[config.mk]
export PLATFORM = sky130hd
export DESIGN_NAME = controller_bus_arbiter_flat
export DESIGN_NICKNAME = d
export VERILOG_FILES = /design/src/rtl/controller_bus_arbiter_pkg.sv /design/src/rtl/controller_bus_arbiter_if.sv /design/src/rtl/controller_bus_arbiter.sv /design/src/flat_wrapper.sv
export SDC_FILE = /design/constraint.sdc
export NUM_CORES = 1
export LEC_CHECK = 0
export BUFFER_PORTS_ARGS = -buffer_cell sky130_fd_sc_hd__buf_2
export CELL_PAD_IN_SITES_DETAIL_PLACEMENT = 2
export CELL_PAD_IN_SITES_GLOBAL_PLACEMENT = 2
export CORE_MARGIN = 2
export CORE_UTILIZATION = 26
export CTS_CLUSTER_SIZE = 30
export DETAILED_ROUTE_END_ITERATION = 8
export GPL_ROUTABILITY_DRIVEN = 0
export PLACE_DENSITY_LB_ADDON = 0.1
export SYNTH_ARGS = -nofsm -noshare
export SYNTH_HDL_FRONTEND = slang
export SYNTH_SLANG_ARGS = --single-unit
[constraint.sdc]
create_clock -name clk_i -period 4.2 [get_ports clk_i]
set_input_delay 0.21 -clock clk_i [delete_from_list [all_inputs] [get_ports clk_i]]
set_output_delay 0.21 -clock clk_i [all_outputs]
set_load 0.01 [all_outputs]
[src/rtl/controller_bus_arbiter_pkg.sv]
// ----------------------------------------------------------------------------
// controller_pkg
// Shared types for the controller bus arbiter:
//   ctrl_mode_e     - controller personality; the value is also the index into
//                     the per-controller enable and drive vectors.
//   bus_arb_state_e - ownership sequencing states of the arbiter.
//   is_bus_held()   - true in the states where a controller owns the lines.
// ----------------------------------------------------------------------------
package controller_pkg;

  typedef enum logic [1:0] {
    CtrlI2cActive  = 2'd0,
    CtrlI2cStandby = 2'd1,
    CtrlI3cActive  = 2'd2,
    CtrlI3cStandby = 2'd3
  } ctrl_mode_e;

  typedef enum logic [2:0] {
    ArbDisabled = 3'd0,
    ArbWaitIdle = 3'd1,
    ArbHandover = 3'd2,
    ArbOwned    = 3'd3,
    ArbDrain    = 3'd4,
    ArbRelease  = 3'd5
  } bus_arb_state_e;

  // The owner keeps its enable and keeps driving the lines while draining.
  function automatic logic is_bus_held(bus_arb_state_e s);
    return (s == ArbOwned) || (s == ArbDrain);
  endfunction

endpackage

[src/rtl/controller_bus_arbiter_if.sv]
// ----------------------------------------------------------------------------
// controller_bus_arbiter_if
// Bundles the arbiter's request, bus-status, line-drive and status signals.
//   slave  modport : the arbiter side (takes *_i, drives *_o).
//   master modport : the surrounding controllers / PHY side.
// Signals:
//   phy_en_i         global PHY enable
//   mode_sel_i       requested owner index
//   mode_en_i        per-controller configuration enable
//   bus_idle_i       bus-idle indication from the bus timers
//   stop_detect_i    single-cycle STOP pulse from the bus monitor
//   ctrl_scl_i/sda_i per-controller open-drain drive (1 = release)
//   phy_scl_o/sda_o  registered lines to the PHY
//   ctrl_enable_o    one-hot (or zero) controller enable
//   owner_o          current owner, meaningful only with owner_valid_o
//   owner_valid_o    a controller owns the bus
//   switch_pending_o an ownership change is in progress
//   switch_done_o    one-cycle pulse when a new owner takes the bus
//   drain_timeout_o  one-cycle pulse when a drain is forcibly ended
// ----------------------------------------------------------------------------
interface controller_bus_arbiter_if #(
  parameter int NumCtrl = 4
);
  logic               phy_en_i;
  logic [1:0]         mode_sel_i;
  logic [NumCtrl-1:0] mode_en_i;
  logic               bus_idle_i;
  logic               stop_detect_i;
  logic [NumCtrl-1:0] ctrl_scl_i;
  logic [NumCtrl-1:0] ctrl_sda_i;
  logic               phy_scl_o;
  logic               phy_sda_o;
  logic [NumCtrl-1:0] ctrl_enable_o;
  logic [1:0]         owner_o;
  logic               owner_valid_o;
  logic               switch_pending_o;
  logic               switch_done_o;
  logic               drain_timeout_o;

  modport slave (
    input  phy_en_i, mode_sel_i, mode_en_i, bus_idle_i, stop_detect_i,
           ctrl_scl_i, ctrl_sda_i,
    output phy_scl_o, phy_sda_o, ctrl_enable_o, owner_o, owner_valid_o,
           switch_pending_o, switch_done_o, drain_timeout_o
  );

  modport master (
    output phy_en_i, mode_sel_i, mode_en_i, bus_idle_i, stop_detect_i,
           ctrl_scl_i, ctrl_sda_i,
    input  phy_scl_o, phy_sda_o, ctrl_enable_o, owner_o, owner_valid_o,
           switch_pending_o, switch_done_o, drain_timeout_o
  );
endinterface

[src/rtl/controller_bus_arbiter.sv]
// ----------------------------------------------------------------------------
// controller_bus_arbiter
// Hands the shared PHY SCL/SDA drivers to exactly one of the four controller
// personalities (I2C active/standby, I3C active/standby). Ownership only moves
// at a clean bus boundary: drain the owner, release the lines for a cycle,
// wait for bus idle, hold the lines released for HandoverCycles, then enable
// the new owner.
// Ports:
//   clk_i   clock
//   rst_ni  synchronous, active-low reset
//   bus     controller_bus_arbiter_if.slave (requests, bus status, per-
//           controller drives in; PHY lines, enables and status out)
// Parameters:
//   NumCtrl        number of controllers (index = mode encoding)
//   HandoverCycles released-line cycles before a new owner is enabled (>= 1)
//   DrainTimeout   cycles allowed in DRAIN before a forced release
// Build option:
//   CONTROLLER_BUS_ARBITER_DRAIN_TIMEOUT_EN - when defined, a stuck DRAIN is
//   forcibly released after DrainTimeout cycles and drain_timeout_o pulses;
//   otherwise DRAIN waits for STOP or idle and drain_timeout_o is tied low.
// ----------------------------------------------------------------------------
module controller_bus_arbiter
  import controller_pkg::*;
#(
  parameter int NumCtrl        = 4,
  parameter int HandoverCycles = 4,
  parameter int DrainTimeout   = 1024
) (
  input  logic                     clk_i,
  input  logic                     rst_ni,
  controller_bus_arbiter_if.slave  bus
);

  localparam int HoW = $clog2(HandoverCycles + 1);
  localparam logic [HoW-1:0] HoLoad = HoW'(HandoverCycles - 1);

  if (HandoverCycles < 1) begin : g_bad_handover
    $error("HandoverCycles must be at least 1");
  end
  if (DrainTimeout < 1) begin : g_bad_drain_timeout
    $error("DrainTimeout must be at least 1");
  end

  bus_arb_state_e state_q, state_d;
  ctrl_mode_e     target_q, target_d;
  ctrl_mode_e     owner_q, owner_d;
  ctrl_mode_e     sel_mode;
  logic [HoW-1:0] ho_cnt_q, ho_cnt_d;
  logic           phy_scl_q, phy_sda_q;
  logic           switch_done_q, switch_done_d;
  logic           sel_enabled;
  logic           owner_enabled;
  logic           timeout_hit;

  assign sel_mode      = ctrl_mode_e'(bus.mode_sel_i);
  assign sel_enabled   = bus.mode_en_i[bus.mode_sel_i];
  assign owner_enabled = bus.mode_en_i[owner_q];

`ifdef CONTROLLER_BUS_ARBITER_DRAIN_TIMEOUT_EN
  localparam int DtW = $clog2(DrainTimeout + 1);

  logic [DtW-1:0] drain_cnt_q;
  logic           drain_timeout_q;

  // Hitting the last allowed DRAIN cycle forces the release on the next edge.
  assign timeout_hit = (drain_cnt_q == DtW'(DrainTimeout - 1));

  // The counter is held at zero outside DRAIN, so every entry starts fresh.
  // The pulse is only raised when the timeout, not STOP/idle/cancel, ended DRAIN.
  always_ff @(posedge clk_i) begin
    if (!rst_ni) begin
      drain_cnt_q     <= '0;
      drain_timeout_q <= 1'b0;
    end else begin
      if (state_q == ArbDrain) begin
        drain_cnt_q <= drain_cnt_q + 1'b1;
      end else begin
        drain_cnt_q <= '0;
      end
      drain_timeout_q <= (state_q == ArbDrain) && (state_d == ArbRelease) &&
                         !bus.stop_detect_i && !bus.bus_idle_i;
    end
  end

  assign bus.drain_timeout_o = drain_timeout_q;
`else
  assign timeout_hit         = 1'b0;
  assign bus.drain_timeout_o = 1'b0;
`endif

  // Dropping phy_en_i wins over everything: straight to DISABLED, no drain.
  // While a switch is still pre-ownership, a changed or disabled request
  // restarts the idle wait with the new target (or gives up if disabled).
  always_comb begin
    state_d       = state_q;
    target_d      = target_q;
    owner_d       = owner_q;
    ho_cnt_d      = ho_cnt_q;
    switch_done_d = 1'b0;

    if (!bus.phy_en_i) begin
      state_d = ArbDisabled;
    end else begin
      case (state_q)
        ArbDisabled: begin
          if (sel_enabled) begin
            target_d = sel_mode;
            state_d  = ArbWaitIdle;
          end
        end

        ArbWaitIdle: begin
          if ((sel_mode != target_q) || !sel_enabled) begin
            if (sel_enabled) begin
              target_d = sel_mode;
              state_d  = ArbWaitIdle;
            end else begin
              state_d = ArbDisabled;
            end
          end else if (bus.bus_idle_i) begin
            ho_cnt_d = HoLoad;
            state_d  = ArbHandover;
          end
        end

        ArbHandover: begin
          if ((sel_mode != target_q) || !sel_enabled) begin
            if (sel_enabled) begin
              target_d = sel_mode;
              state_d  = ArbWaitIdle;
            end else begin
              state_d = ArbDisabled;
            end
          end else if (!bus.bus_idle_i) begin
            state_d = ArbWaitIdle;
          end else if (ho_cnt_q == '0) begin
            owner_d       = target_q;
            state_d       = ArbOwned;
            switch_done_d = 1'b1;
          end else begin
            ho_cnt_d = ho_cnt_q - 1'b1;
          end
        end

        ArbOwned: begin
          if ((sel_mode != owner_q) || !owner_enabled) begin
            state_d = ArbDrain;
          end
        end

        // A STOP or idle bus is a safe boundary even if the request came back.
        ArbDrain: begin
          if (bus.stop_detect_i || bus.bus_idle_i) begin
            state_d = ArbRelease;
          end else if ((sel_mode == owner_q) && owner_enabled) begin
            state_d = ArbOwned;
          end else if (timeout_hit) begin
            state_d = ArbRelease;
          end
        end

        ArbRelease: begin
          if (sel_enabled) begin
            target_d = sel_mode;
            state_d  = ArbWaitIdle;
          end else begin
            state_d = ArbDisabled;
          end
        end

        default: state_d = ArbDisabled;
      endcase
    end
  end

  // PHY lines are computed from the next state so that they release in the
  // very cycle the arbiter leaves OWNED/DRAIN, yet follow the owner's drive
  // with one register of latency while it holds the bus.
  always_ff @(posedge clk_i) begin
    if (!rst_ni) begin
      state_q       <= ArbDisabled;
      target_q      <= CtrlI2cActive;
      owner_q       <= CtrlI2cActive;
      ho_cnt_q      <= '0;
      phy_scl_q     <= 1'b1;
      phy_sda_q     <= 1'b1;
      switch_done_q <= 1'b0;
    end else begin
      state_q       <= state_d;
      target_q      <= target_d;
      owner_q       <= owner_d;
      ho_cnt_q      <= ho_cnt_d;
      phy_scl_q     <= is_bus_held(state_d) ? bus.ctrl_scl_i[owner_d] : 1'b1;
      phy_sda_q     <= is_bus_held(state_d) ? bus.ctrl_sda_i[owner_d] : 1'b1;
      switch_done_q <= switch_done_d;
    end
  end

  assign bus.phy_scl_o        = phy_scl_q;
  assign bus.phy_sda_o        = phy_sda_q;
  assign bus.owner_o          = owner_q;
  assign bus.owner_valid_o    = is_bus_held(state_q);
  assign bus.ctrl_enable_o    = is_bus_held(state_q) ? (NumCtrl'(1) << owner_q) : '0;
  assign bus.switch_done_o    = switch_done_q;
  assign bus.switch_pending_o = (state_q == ArbWaitIdle) || (state_q == ArbHandover) ||
                                (state_q == ArbDrain)    || (state_q == ArbRelease);

endmodule

[src/flat_wrapper.sv]
// flat-port wrapper written by rule: the top's interface ports become plain ports
module controller_bus_arbiter_flat import controller_pkg::*;
#(
  parameter int NumCtrl        = 4,
  parameter int HandoverCycles = 4,
  parameter int DrainTimeout   = 1024
)
  (clk_i, rst_ni, bus_phy_en_i, bus_mode_sel_i, bus_mode_en_i, bus_bus_idle_i, bus_stop_detect_i, bus_ctrl_scl_i, bus_ctrl_sda_i, bus_phy_scl_o, bus_phy_sda_o, bus_ctrl_enable_o, bus_owner_o, bus_owner_valid_o, bus_switch_pending_o, bus_switch_done_o, bus_drain_timeout_o);
  controller_bus_arbiter_if #(.NumCtrl(NumCtrl)) bus_i ();
  input  logic clk_i;
  input  logic rst_ni;
  input wire logic [$bits(bus_i.phy_en_i)-1:0] bus_phy_en_i;
  input wire logic [$bits(bus_i.mode_sel_i)-1:0] bus_mode_sel_i;
  input wire logic [$bits(bus_i.mode_en_i)-1:0] bus_mode_en_i;
  input wire logic [$bits(bus_i.bus_idle_i)-1:0] bus_bus_idle_i;
  input wire logic [$bits(bus_i.stop_detect_i)-1:0] bus_stop_detect_i;
  input wire logic [$bits(bus_i.ctrl_scl_i)-1:0] bus_ctrl_scl_i;
  input wire logic [$bits(bus_i.ctrl_sda_i)-1:0] bus_ctrl_sda_i;
  output wire logic [$bits(bus_i.phy_scl_o)-1:0] bus_phy_scl_o;
  output wire logic [$bits(bus_i.phy_sda_o)-1:0] bus_phy_sda_o;
  output wire logic [$bits(bus_i.ctrl_enable_o)-1:0] bus_ctrl_enable_o;
  output wire logic [$bits(bus_i.owner_o)-1:0] bus_owner_o;
  output wire logic [$bits(bus_i.owner_valid_o)-1:0] bus_owner_valid_o;
  output wire logic [$bits(bus_i.switch_pending_o)-1:0] bus_switch_pending_o;
  output wire logic [$bits(bus_i.switch_done_o)-1:0] bus_switch_done_o;
  output wire logic [$bits(bus_i.drain_timeout_o)-1:0] bus_drain_timeout_o;
  assign bus_i.phy_en_i = bus_phy_en_i;
  assign bus_i.mode_sel_i = bus_mode_sel_i;
  assign bus_i.mode_en_i = bus_mode_en_i;
  assign bus_i.bus_idle_i = bus_bus_idle_i;
  assign bus_i.stop_detect_i = bus_stop_detect_i;
  assign bus_i.ctrl_scl_i = bus_ctrl_scl_i;
  assign bus_i.ctrl_sda_i = bus_ctrl_sda_i;
  assign bus_phy_scl_o = bus_i.phy_scl_o;
  assign bus_phy_sda_o = bus_i.phy_sda_o;
  assign bus_ctrl_enable_o = bus_i.ctrl_enable_o;
  assign bus_owner_o = bus_i.owner_o;
  assign bus_owner_valid_o = bus_i.owner_valid_o;
  assign bus_switch_pending_o = bus_i.switch_pending_o;
  assign bus_switch_done_o = bus_i.switch_done_o;
  assign bus_drain_timeout_o = bus_i.drain_timeout_o;
  controller_bus_arbiter #(.NumCtrl(NumCtrl), .HandoverCycles(HandoverCycles), .DrainTimeout(DrainTimeout)) u_core (.clk_i(clk_i), .rst_ni(rst_ni), .bus(bus_i));
endmodule
==> results.sh, run 1 <==
export IMPL_grt_setup_unrepaired="false"
export IMPL_track_usage_pct=14.7
export IMPL_die_area_sq_um=4210
export IMPL_grt_overflow=0
export IMPL_hold_violations=0
export IMPL_final_net_count=164
export IMPL_grt_pass1_vias=980
export IMPL_wirelength_um=2850
export IMPL_grt_util_met1_pct=18.3
export IMPL_synthFlopType="dfxtp_1"
export IMPL_drive_gt1_share_pct=28.9
export IMPL_drc=0
export IMPL_setup_violations=0
export IMPL_ir_worst_vdd_mv=0.140
export IMPL_maxSlewViolCount=0
export IMPL_cp_start_kind="flip-flop"
export IMPL_clock_latency_ns=0.25
export IMPL_hp_class="input pin to flip-flop"
export IMPL_diodes=0
export IMPL_synth_cell_types=45
export IMPL_syn_area_sq_um=965
export IMPL_ctsLongestPathBuffers=2
export IMPL_required_ns=4.34
export IMPL_tightest_slew_ns=0.539
export IMPL_ios=31
export IMPL_antenna_found_initial=0
export IMPL_p_per_area_nw_per_um2=246
export IMPL_cts_root_buffer="clkbuf_8"
export IMPL_grt_util_met2_pct=24.5
export IMPL_tritoncts="built"
export IMPL_vias=949
export IMPL_period_needed_ns=2.21
export IMPL_seq_power_share_pct=45.0
export IMPL_final_core_util_pct=32.3
export IMPL_die_height_um=64.9
export IMPL_status="complete, no violations"
export IMPL_cts_setup_buffers=0
export IMPL_syn_avg_cell_area_sq_um=8.39
export IMPL_crit_path_end_kind="flip-flop"
export IMPL_cp_cell_sequence="inv_2 > nor3_1 > and4_1 > mux2i_4 > o221ai_1 > a21o_1"
export IMPL_reg2reg_slack_ns=1.99
export IMPL_grt_max_degree=11
export IMPL_yosysSeqAreaShare_pct=27.0
export IMPL_cp_slowest_cell="dfxtp_1"
export IMPL_routedWlPerCell_um=15.0
export IMPL_grt_pass1_wl_um=4700
export IMPL_total_power_mw=0.286
export IMPL_synth_edf_count=0
export IMPL_synthCells=115
export IMPL_p_sw_mw=0.0736
export IMPL_cts_resized=0
export IMPL_maxCapViolCount=0
export IMPL_cp_arrival_ns=2.35
export IMPL_initialDrtViolationCount=29
export IMPL_first_pass_iters=3
export IMPL_slew_headroom_pct=64.1
export IMPL_async_flop_share_pct=0
export IMPL_intPower_mw=0.212
export IMPL_cts_sinks=13
export IMPL_slowest_delay_ns=0.53
export IMPL_reg2reg_depth=6
export IMPL_clkPwrFrac_pct=39.9
export IMPL_cts_inserted_buffers=3
export IMPL_leakagePower_nw=0.491
export IMPL_busiest_layer="met2"
export IMPL_critPathKind="flip-flop to flip-flop"
export IMPL_finClkSkew_ns=0.00127
export IMPL_timing_rr_start="u_core.state_q[1]"
export IMPL_setup_tns_ns=0
export IMPL_htreeDepth=1
export IMPL_cts_hold_buffers=0
export IMPL_layout_commonest_cell="buf_2"
export IMPL_rows=22
export IMPL_dpl_hpwl_um=2310
export IMPL_synth_warnings=0
export IMPL_reg2reg_to="u_core.bus.phy_scl_o"
export IMPL_final_cell_mix="buf_2, dfxtp_1, nand2_1, nor2_1, inv_1"
export IMPL_start_util_pct=26.8
export IMPL_drtAntennaViolNets=0
export IMPL_synth_nets=136
export IMPL_critPathCapture="u_core.bus.phy_scl_o"
export IMPL_combPwrFrac_pct=15.2
export IMPL_worstPathMaxFanout=9
export IMPL_globalRouteMet3Util_pct=2.26
export IMPL_syn2layout_area_growth_pct=20.6
export IMPL_ys_ff_latch=13
export IMPL_hold_start="bus_phy_en_i"
export IMPL_max_clock_freq_mhz=452
export IMPL_setup_worst_path_start="u_core.state_q[1]"
export IMPL_period_share_pct=52.7
export IMPL_holdPathStages=3
export IMPL_via_per_inst=4.99
export IMPL_clkSlewWorstSetupHoldPaths_ns=0.05
export IMPL_die_x_um=64.9
export IMPL_io_buffers=29
export IMPL_layout_cells_non_filler=190
export IMPL_p_sw_share_pct=25.7
export IMPL_placedCellCount=186
export IMPL_core_area_sq_um=3610
## flip-flops by register name, summed over array words and instances, names as in the netlist
signal,count
u_core.bus.phy_sda_o,1
u_core.ho_cnt_q,3
u_core.state_q,3
u_core.bus.switch_done_o,1
u_core.bus.phy_scl_o,1
u_core.target_q,2
u_core.bus.owner_o,2
## cells in the mapped netlist, types with 3 or more instances
master | n | share of area (%)
o221ai_1 | 4 | 3.6
dfxtp_1 | 13 | 27
nor4_1 | 3 | 1.9
xnor2_1 | 3 | 2.7
buf_6 | 3 | 3.5
nor2b_1 | 3 | 1.9
mux2i_1 | 6 | 6.2
nor2_1 | 8 | 3.1
inv_1 | 7 | 2.7
nand2_1 | 12 | 4.7
nand3_1 | 3 | 1.6
a21oi_1 | 4 | 2.1
o21ai_0 | 4 | 2.1
## final cells by class
class                           count  area [sq um]
Timing Repair Buffer               29           145
Clock buffer                        4          45.0
Sequential cell                    13           260
Multi-Input combinational cell     88           623
Inverter                            8          30.0
Tap cell                           48          60.1
Fill cell                         426          2440
## how the worst min path moves through the flow
stage | to | slack (ns)
floorplan | u_core.bus.owner_o[1] | 0.33
global placement | u_core.ho_cnt_q[0] | 0.44
detailed placement | u_core.ho_cnt_q[0] | 0.44
CTS | u_core.state_q[0] | 0.30
global route | u_core.target_q[1] | 0.33
finish | u_core.state_q[0] | 0.30
## power groups by stage
stage	Clock [mW]	Combinational, mW	Sequential (mW)
2_1_floorplan	0	0.0272	0.129
3_3_place_gp	0	0.0429	0.131
3_5_place_dp	0	0.0440	0.131
4_1_cts	0.120	0.0443	0.129
5_1_grt	0.125	0.0481	0.129
6_report	0.114	0.0434	0.128
## per-stage QoR
step / worst slack, ns / hold WS (ns) / area [sq um]
floorplan: 2.33 / 0.332 / 965
global placement: 2.02 / 0.442 / 1120
detailed placement: 1.96 / 0.445 / 1120
CTS: 1.98 / 0.302 / 1160
global route: 1.80 / 0.327 / 1160
finish: 1.99 / 0.299 / 1160
## critical path: cells and delay by family, from the launching register on
family | cells | cell delay [ns]
muxes | 1 | 0.34
buffers and inverters | 1 | 0.11
and+or+nand+nor | 2 | 0.80
DFF | 1 | 0.53
AOI/OAI and AO/OA | 2 | 0.33
## logic make-up after synthesis
kind of cell               after synthesis  synth area share, %
and+or+nand+nor                         46                 27.2
other                                    1                0.389
buffers and inverters                   14                 8.43
AOI/OAI and AO/OA                       25                 17.8
DFF                                     13                 27.0
xor gates and xnor gates                 5                 4.54
muxes                                    9                 12.1
adders and majority gates                2                 2.59
## metal layers
layer	up-vias	wire, um
met3	5	103
met2	19	1330
met4	0	52
met5	-	0
met1	459	1360
li1	466	-
(Power assumes the default switching activity.)
==> run 2, diff against run 1 <==
clock period = 2.09 ns   (was 4.2 ns; I/O delays follow)
==> results.sh, run 2 (synthesis gave the netlist of run 1 again) <==
export IMPL_status="complete, no violations"
export IMPL_setup_violations=0
export IMPL_drtAntennaViolNets=0
export IMPL_tritoncts="built"
export IMPL_htreeDepth=1
export IMPL_grt_overflow=0
export IMPL_p_sw_mw=0.151
export IMPL_hp_class="input pin to flip-flop"
export IMPL_cts_root_buffer="clkbuf_8"
export IMPL_grt_setup_unrepaired="false"
export IMPL_seq_power_share_pct=43.7
export IMPL_hold_violations=0
export IMPL_final_net_count=175
export IMPL_period_needed_ns=1.96
export IMPL_drive_gt1_share_pct=35.9
export IMPL_diodes=0
export IMPL_die_area_sq_um=4210
export IMPL_p_per_area_nw_per_um2=467
export IMPL_ios=31
export IMPL_maxSlewViolCount=0
export IMPL_reg_top3="u_core.ho_cnt_q: 3 flops, u_core.state_q: 3 flops"
export IMPL_grt_max_degree=11
export IMPL_cp_cell_sequence="xor2_1 > nor4b_4 > and4_4 > mux2i_2 > o221ai_1 > a21o_1"
export IMPL_drc=0
export IMPL_via_per_inst=4.94
export IMPL_worstPathMaxFanout=5
export IMPL_maxCapViolCount=0
export IMPL_final_core_util_pct=34.8
export IMPL_cp_start_kind="flip-flop"
export IMPL_crit_path_end_kind="flip-flop"
export IMPL_rows=22
export IMPL_cts_sinks=13
export IMPL_syn2layout_area_growth_pct=30.2
export IMPL_track_usage_pct=15.7
export IMPL_required_ns=2.23
export IMPL_max_clock_freq_mhz=511
export IMPL_antenna_found_initial=0
export IMPL_final_cell_mix="buf_2, dfxtp_1, nand2_1, buf_4, nor2_1"
export IMPL_combPwrFrac_pct=17.3
export IMPL_die_height_um=64.9
export IMPL_slowest_delay_ns=0.35
export IMPL_cts_hold_buffers=0
export IMPL_period_share_pct=93.6
export IMPL_crit_buf_inv=0
export IMPL_clkSlewWorstSetupHoldPaths_ns=0.06
export IMPL_setup_tns_ns=0
export IMPL_io_buffers=29
export IMPL_dpl_hpwl_um=2480
export IMPL_start_util_pct=26.8
export IMPL_layout_commonest_cell="buf_2"
export IMPL_first_pass_iters=3
export IMPL_finClkSkew_ns=0.00220
export IMPL_ir_worst_vdd_mv=0.294
export IMPL_cts_inserted_buffers=3
export IMPL_vias=993
export IMPL_leakagePower_nw=0.547
export IMPL_core_area_sq_um=3610
export IMPL_grt_pass1_vias=1046
export IMPL_intPower_mw=0.436
export IMPL_p_sw_share_pct=25.7
export IMPL_initialDrtViolationCount=40
export IMPL_ctsLongestPathBuffers=2
export IMPL_die_x_um=64.9
export IMPL_grt_pass1_wl_um=5020
export IMPL_cp_slowest_cell="dfxtp_1"
export IMPL_clock_latency_ns=0.24
export IMPL_whs_ns=0.197
export IMPL_routedWlPerCell_um=14.8
export IMPL_cp_arrival_ns=2.10
export IMPL_critPathKind="flip-flop to flip-flop"
export IMPL_clkPwrFrac_pct=39.0
export IMPL_wirelength_um=2980
export IMPL_crit_family="simple AND/OR/NAND/NOR gates"
-- run 2: cell count changes in the layout (fill, tap and decap cells not counted) --
cell | previous run | this run
and4_4 | 0 | 1
mux2i_2 | 0 | 2
and4_1 | 1 | 0
mux2i_1 | 6 | 4
buf_4 | 0 | 11
-- run 2: power groups by stage --
stage | clock [mW] | combinational [mW] | sequential [mW]
after CTS | 0.242 | 0.102 | 0.256
after detailed placement | 0 | 0.101 | 0.262
after global routing | 0.252 | 0.112 | 0.257
after floorplan | 0 | 0.0547 | 0.260
after global placement | 0 | 0.0984 | 0.262
final | 0.229 | 0.101 | 0.257
-- run 2: per-stage QoR --
step	instances	total power [mW]	worst slack, ns	area [sq um]
floorplan	115	0.314	0.219	965
global placement	197	0.360	0.150	1200
detailed placement	197	0.363	0.0422	1200
CTS	201	0.600	0.0275	1250
global route	201	0.622	0.000870	1260
finish	201	0.587	0.134	1260
-- run 2: path summary, 6_finish.rpt --
kind,from,end,slack (ns),cells past startpoint
hold / removal,rst_ni,u_core.ho_cnt_q[0],0.20,3
setup reg to reg,u_core.target_q[1],u_core.bus.phy_scl_o,0.13,6
setup / recovery,u_core.target_q[1],u_core.bus.phy_scl_o,0.13,6
hold reg to reg,u_core.ho_cnt_q[0],u_core.ho_cnt_q[0],0.46,1
-- run 2: layout make-up --
class | count | area (sq um)
clock buffers | 4 | 45.0
flip-flops and latches | 13 | 260
repair buffers | 40 | 228
inverters | 8 | 30.0
fillers | 441 | 2350
multi-input cells | 88 | 633
well taps | 48 | 60.1
-- run 2: worst register-to-register path, delay by kind of cell (launching register included) --
family | cells | cell delay (ns)
flops | 1 | 0.35
simple gates | 2 | 0.62
mux | 1 | 0.30
xor+xnor | 1 | 0.21
compound gates | 2 | 0.37
-- run 2: repair_timing --
| item | CTS | global route |
|---|---|---|
| buffers inserted | 0 | 0 |
| gates resized for setup | 0 | 4 |
| hold endpoints to repair | 0 | 0 |
| endpoints found under the setup margin | 0 | 2 |
-- run 2: routing by layer --
layer  routed length (um)  global-route usage (%)
met3                   79                    1.74
met5                    0                       0
met4                   51                    7.18
met1                 1420                    20.4
met2                 1430                    25.8
